`config.mk`:
```
export PLATFORM = sky130hd
export DESIGN_NAME = uart_tx
export DESIGN_NICKNAME = d
export VERILOG_FILES = /design/src/rtl/uart_tx.sv
export SDC_FILE = /design/constraint.sdc
export NUM_CORES = 1
export LEC_CHECK = 0
export CAP_MARGIN = 30
export CORE_ASPECT_RATIO = 0.8
export CORE_MARGIN = 2
export CORE_UTILIZATION = 49
export CTS_BUF_LIST = sky130_fd_sc_hd__clkbuf_4
export DETAILED_ROUTE_END_ITERATION = 10
export PLACE_DENSITY_LB_ADDON = 0.08
export SYNTH_ARGS = -nofsm -noshare
export SYNTH_HDL_FRONTEND = slang
export SYNTH_SLANG_ARGS = --single-unit
```
`constraint.sdc`:
```
create_clock -name clk -period 2.3 [get_ports clk]
set_input_delay 0.345 -clock clk [delete_from_list [all_inputs] [get_ports clk]]
set_output_delay 0.345 -clock clk [all_outputs]
set_load 0.1 [all_outputs]
```
`src/rtl/uart_tx.sv`:
```
// 8N1 asynchronous serial transmitter with load-strobe byte handover.
// Frame is start bit, eight data bits LSB first, stop bit; each bit lasts CLKS_PER_BIT clocks.
module uart_tx #(
    parameter int CLKS_PER_BIT = 217
) (
    input  logic       clk,
    input  logic       reset,
    input  logic       load,
    input  logic [7:0] in,
    output logic       tx,
    output logic       busy
);

    localparam int CW = $clog2(CLKS_PER_BIT);
    localparam logic [CW-1:0] TIMER_TC  = CW'(CLKS_PER_BIT - 1);
    localparam logic [CW-1:0] TIMER_ONE = CW'(1);
    localparam logic [CW-1:0] TIMER_ZERO = CW'(0);

    typedef enum logic [1:0] {
        IDLE  = 2'd0,
        START = 2'd1,
        DATA  = 2'd2,
        STOP  = 2'd3
    } state_t;

    state_t        state_r;
    state_t        state_next_s;
    logic [CW-1:0] timer_r;
    logic [CW-1:0] timer_next_s;
    logic [2:0]    index_r;
    logic [2:0]    index_next_s;
    logic [7:0]    shift_r;
    logic [7:0]    shift_next_s;
    logic          tx_r;
    logic          tx_next_s;
    logic          busy_r;
    logic          busy_next_s;
    logic          timer_done_s;

    assign timer_done_s = (timer_r == TIMER_TC);

    // State, datapath and registered outputs; reset abandons any frame in flight.
    always_ff @(posedge clk) begin
        if (reset) begin
            state_r <= IDLE;
            timer_r <= TIMER_ZERO;
            index_r <= 3'd0;
            shift_r <= 8'd0;
            tx_r    <= 1'b1;
            busy_r  <= 1'b0;
        end else begin
            state_r <= state_next_s;
            timer_r <= timer_next_s;
            index_r <= index_next_s;
            shift_r <= shift_next_s;
            tx_r    <= tx_next_s;
            busy_r  <= busy_next_s;
        end
    end

    // Next-state logic; tx/busy are computed for the upcoming cycle so the outputs stay registered.
    always_comb begin
        state_next_s = state_r;
        timer_next_s = timer_r;
        index_next_s = index_r;
        shift_next_s = shift_r;
        tx_next_s    = 1'b1;
        busy_next_s  = 1'b0;
        case (state_r)
            IDLE: begin
                if (load) begin
                    state_next_s = START;
                    shift_next_s = in;
                    timer_next_s = TIMER_ZERO;
                    index_next_s = 3'd0;
                    tx_next_s    = 1'b0;
                    busy_next_s  = 1'b1;
                end else begin
                    tx_next_s    = 1'b1;
                    busy_next_s  = 1'b0;
                end
            end
            START: begin
                busy_next_s = 1'b1;
                if (timer_done_s) begin
                    state_next_s = DATA;
                    timer_next_s = TIMER_ZERO;
                    index_next_s = 3'd0;
                    tx_next_s    = shift_r[0];
                end else begin
                    timer_next_s = timer_r + TIMER_ONE;
                    tx_next_s    = 1'b0;
                end
            end
            DATA: begin
                busy_next_s = 1'b1;
                if (timer_done_s) begin
                    timer_next_s = TIMER_ZERO;
                    if (index_r == 3'd7) begin
                        state_next_s = STOP;
                        tx_next_s    = 1'b1;
                    end else begin
                        index_next_s = index_r + 3'd1;
                        tx_next_s    = shift_r[index_r + 3'd1];
                    end
                end else begin
                    timer_next_s = timer_r + TIMER_ONE;
                    tx_next_s    = shift_r[index_r];
                end
            end
            STOP: begin
                tx_next_s = 1'b1;
                if (timer_done_s) begin
                    // Always pass through one IDLE cycle so busy drops between frames.
                    state_next_s = IDLE;
                    timer_next_s = TIMER_ZERO;
                    busy_next_s  = 1'b0;
                end else begin
                    timer_next_s = timer_r + TIMER_ONE;
                    busy_next_s  = 1'b1;
                end
            end
            default: begin
                state_next_s = IDLE;
                timer_next_s = TIMER_ZERO;
                index_next_s = 3'd0;
                tx_next_s    = 1'b1;
                busy_next_s  = 1'b0;
            end
        endcase
    end

    assign tx   = tx_r;
    assign busy = busy_r;

endmodule
```
After elaboration in Yosys (flattened, before gate mapping)
Index checks and enable logic that the tools add are counted.

Word-level logic and storage cells: 54. Flip-flop bits (word level): 23. Output and inout bits: 2.

$add $sub $neg: 2. Reduce and logical (&&, ||, !) cells: 7. Eq/ne operators: 11. Multiplexer cells: 26. Magnitude comparators: 2.

Operators by type and width (count): 2-to-1 mux 8 bit (2); case mux 8 bit (2 select lines) (1); 2-to-1 mux 3 bit (4); != test 2 bit (second input constant) (6); 2-to-1 mux 2 bit (5); AND reduction 5 bit (2); case mux 3 bit (3 select lines) (1); adder 8 x 1 -> 8 bit (second input constant) (1); == test 8 bit (second input constant) (1); < comparator 3 x 4 -> 1 bit (second input constant) (2); 2-to-1 mux 1 bit (8); case mux 2 bit (4 select lines) (1); binary-select mux 1 bit (select 3 bit) (2); == test 2 bit (second input constant) (2); case mux 1 bit (4 select lines) (1); adder 3 x 1 -> 3 bit (second input constant) (1); == test 3 bit (second input constant) (1); case mux 1 bit (3 select lines) (1); nonzero test 3 bit (1); OR reduction 3 bit (1); == test 2 x 1 -> 1 bit (second input constant) (1); zero test 2 bit (1); AND reduction 2 bit (1); OR reduction 2 bit (1).

Logic depth before layout (Yosys ltp)
Depth in word-level cells: 6. Mapped depth: 7.

Least setup slack after synthesis
OpenSTA, ideal clock, no wires.

Path type: register to register. Start: register index_r[0]. End: register tx_r (netlist: tx). Stages on the path, launching flop included: 6. Setup slack: 0.289 ns. Library setup time: 0.119 ns. Buffers on the path: 0. Period minus slack after synthesis: 2.011 ns. Data arrival time: 1.892 ns. Path through: dfxtp_1 > ha_1 > mux4_1 > mux2_2 > o31a_1 > o221a_1.

Longest elaborated chain between the ends: 6. Elaborated cells between the ends (all ways): 9. Those cells by class: add/sub (1); eq/ne (1); mux (7).

Ends and longest elaborated chain: start, declared (RTL line 30) `logic [2:0] index_r;`; start signal, assigned (RTL line 54) `index_r <= index_next_s;`; adder 3 x 1 -> 3 bit (RTL line 104) `tx_next_s = shift_r[index_r + 3'd1];`; binary-select mux 1 bit (select 3 bit) (RTL line 104); 2-to-1 mux 1 bit (not written as such) (RTL line 104); 2-to-1 mux 1 bit (RTL line 99) `if (index_r == 3'd7) begin`; 2-to-1 mux 1 bit * (RTL line 97) `if (timer_done_s) begin`; case mux 1 bit (4 select lines) * (RTL line 69) `case (state_r)`; end signal, assigned (RTL line 56) `tx_r <= tx_next_s;`; end, declared (RTL line 34) `logic tx_r;`.

Every way passes the cells marked *; elsewhere a longest branch is shown, timed or not. The select of a mux whose other input is x is not followed. A chain may end at the register's enable or synchronous reset.

Final worst setup path
Same ends and word-level chain as after synthesis.

==> flow_summary.json <==
{
  "synthFlopType": "dfxtp_1",
  "die_h_microns": 50.0,
  "clock_power_share": 0.140,
  "worstPathArrival_ns": 2.35,
  "antenna_found_initial": 0,
  "die_w_microns": 61.5,
  "n_antenna_cell": 0,
  "clockBufferDepth": 2,
  "final_cell_mix": "dfxtp_1, nand2_1, a21oi_1, nand3_1",
  "cts_tree": "done",
  "routed_via_density": 5.86,
  "critPathMaxStageDelay_ns": 0.56,
  "start_kind": "register",
  "num_vias": 1143,
  "fmax_ghz": 0.474,
  "seq_area_frac_synth": 0.356,
  "dpl.hpwl_microns": 2060,
  "synth_cell_types": 41,
  "initial_core_util": 0.522,
  "ys_warn_count": 0,
  "switching_share": 0.444,
  "port_buffers": 12,
  "rsz0062_at_grt": "no",
  "power.share.sequential": 0.354,
  "p_switching_uw": 652,
  "cts-resized-gates": 0,
  "finalSetupTns_ns": 0,
  "grt_pass1_wl_microns": 4750,
  "cp_num_buf_inv": 0,
  "finalClockSkew_ns": 0.00216,
  "period_minus_slack_ns": 2.11,
  "io_pins": 13,
  "peakVddDrop_v": 0.000555,
  "place.gp.congestion": 0.810,
  "final_core_util": 0.606,
  "ant_nets": 0,
  "synth_edf_count": 0,
  "cts_root_buf": "clkbuf_4",
  "p_int_uw": 816,
  "critPathMaxFanout": 5,
  "dr.first_iter.drc_count": 95,
  "syn_area_per_cell_sq_um": 8.99,
  "critical-path-top-delay-family": "multiplexers",
  "grt_pass1_vias": 1028,
  "drt-pass1-iter-count": 4,
  "cp.required_ns": 2.54,
  "cts_hold_buf": 0,
  "finalSetupViolCount": 0,
  "crit_type": "reg -> reg",
  "cpMaxStageDelayCell": "mux4_1",
  "status": "finished clean",
  "drcViolationCount": 0,
  "end_kind": "register",
  "num_rows": 16,
  "wl_per_cell_microns": 14.6,
  "coreArea_sq_um": 2480,
  "syn_area_sq_um": 1290,
  "wl_microns": 2850,
  "finalCritPeriodShare": 0.918,
  "comb_power_share": 0.506,
  "hold_path_class": "reg -> reg",
  "slew_headroom": 0.643,
  "synthesis.nets": 165,
  "whs_ns": 0.492,
  "drive_above_1_share": 0.107,
  "clock_latency_ns": 0.33,
  "cts_htree_levels": 1,
  "gr-usage-all-layers": 0.204,
  "synth_seq_cells": 23,
  "postSynthCellCount": 144,
  "cp_cell_sequence": "ha_1 -> mux4_1 -> mux2_2 -> o31a_1 -> o221a_1",
  "grt_max_degree": 15,
  "synth-async-reset-ratio": 0,
  "drv_cap": 0,
  "power.density_nw_per_um2": 976,
  "final_common_cell": "dfxtp_1",
  "drv_slew": 0,
  "dieArea_sq_um": 3070,
  "nets": 181,
  "cts.clk_slew.worst_paths_ns": 0.14,
  "cts_num_sinks": 23,
  "p_leak_uw": 0.000547,
  "hold_violations": 0,
  "worst_slew_pin_slew_ns": 0.534,
  "cts_inserted_buffers": 3,
  "area_growth_pct": 16.1,
  "postCtsSetupBuffers": 0,
  "grt-ovfl-total": 0
}
[cells by family (layout without fill, tap and decap cells)]
family,after synthesis,after routing,share of synthesized area
AOI/OAI and AO/OA,30,30,0.154
xor gates and xnor gates,6,6,0.0406
adders and majority gates,10,10,0.0966
buffers and inverters,11,26,0.0319
DFF,23,23,0.356
muxes,6,6,0.0918
and+or+nand+nor,58,58,0.230
[layer usage]
metal	wire, microns	share of wire	vias to the layer above	track usage
li1	-	-	561	-
met1	1380	0.48	536	0.299
met2	1260	0.44	42	0.312
met3	191	0.067	4	0.0472
met4	19	0.0067	0	0.0319
met5	0	0	-	0
[tightest hold or removal path, delay by kind of cell, from the launching register on]
family / cells / cell delay (ns)
flip-flops: 1 / 0.35
AO/OA/AOI/OAI: 1 / 0.05
AND/OR/NAND/NOR: 1 / 0.06
[final cells by class]
class | instances | area, sq um
Clock inverter | 1 | 7.51
Clock buffer | 3 | 22.5
Timing Repair Buffer | 18 | 160
Inverter | 4 | 15.0
Sequential cell | 23 | 460
Tap cell | 36 | 45.0
Fill cell | 227 | 978
Multi-Input combinational cell | 110 | 793
[stage by stage]
stage	worst slack [ns]	power (uW)	instance area [sq um]	cells
6_report	0.189	1470	1500	195
5_1_grt	0.135	1570	1500	195
4_1_cts	0.199	1460	1500	195
3_5_place_dp	0.221	1260	1470	191
3_3_place_gp	0.249	1250	1470	191
2_1_floorplan	0.289	1050	1290	144
[power groups by stage]
| stage | sequential [uW] | combinational [uW] | clock [uW] |
|---|---|---|---|
| global route | 530 | 812 | 224 |
| detailed placement | 528 | 729 | 0 |
| finish | 519 | 744 | 205 |
| global placement | 524 | 724 | 0 |
| floorplan | 626 | 427 | 0 |
| CTS | 519 | 736 | 210 |
[cell usage after synthesis (2+ instances only)]
cell	number	area [sq um]
nor3_1	2	10.0
nor2_1	9	33.8
inv_1	4	15.0
clkbuf_1	6	22.5
nor2b_1	2	12.5
a311oi_1	3	26.3
xnor2_1	3	26.3
nand4_1	3	18.8
nand2_1	17	63.8
mux4_2	2	45.0
ha_1	10	125
o21ai_0	2	10.0
nand3_1	13	65.1
a31oi_1	2	12.5
xor2_1	3	26.3
a21oi_1	13	65.1
dfxtp_1	23	460
mux4_1	2	52.6
nor4b_1	3	26.3
[sequential cells by signal, indices dropped and copies added, names as in the netlist]
| register | flops |
|---|---|
| shift_r | 8 |
| timer_r | 8 |
| index_r | 3 |
| state_r | 2 |
| busy | 1 |
| tx | 1 |
[path summary, 6_finish.rpt]
| check | start | endpoint | slack, ns | cells after the start |
|---|---|---|---|---|
| hold reg to reg | shift_r[4] | shift_r[4] | 0.49 | 2 |
| setup reg to reg | index_r[0] | tx | 0.19 | 5 |
| setup / recovery | index_r[0] | tx | 0.19 | 5 |
| hold / removal | shift_r[4] | shift_r[4] | 0.49 | 2 |
Note: power is estimated with default switching activity, not from simulation.
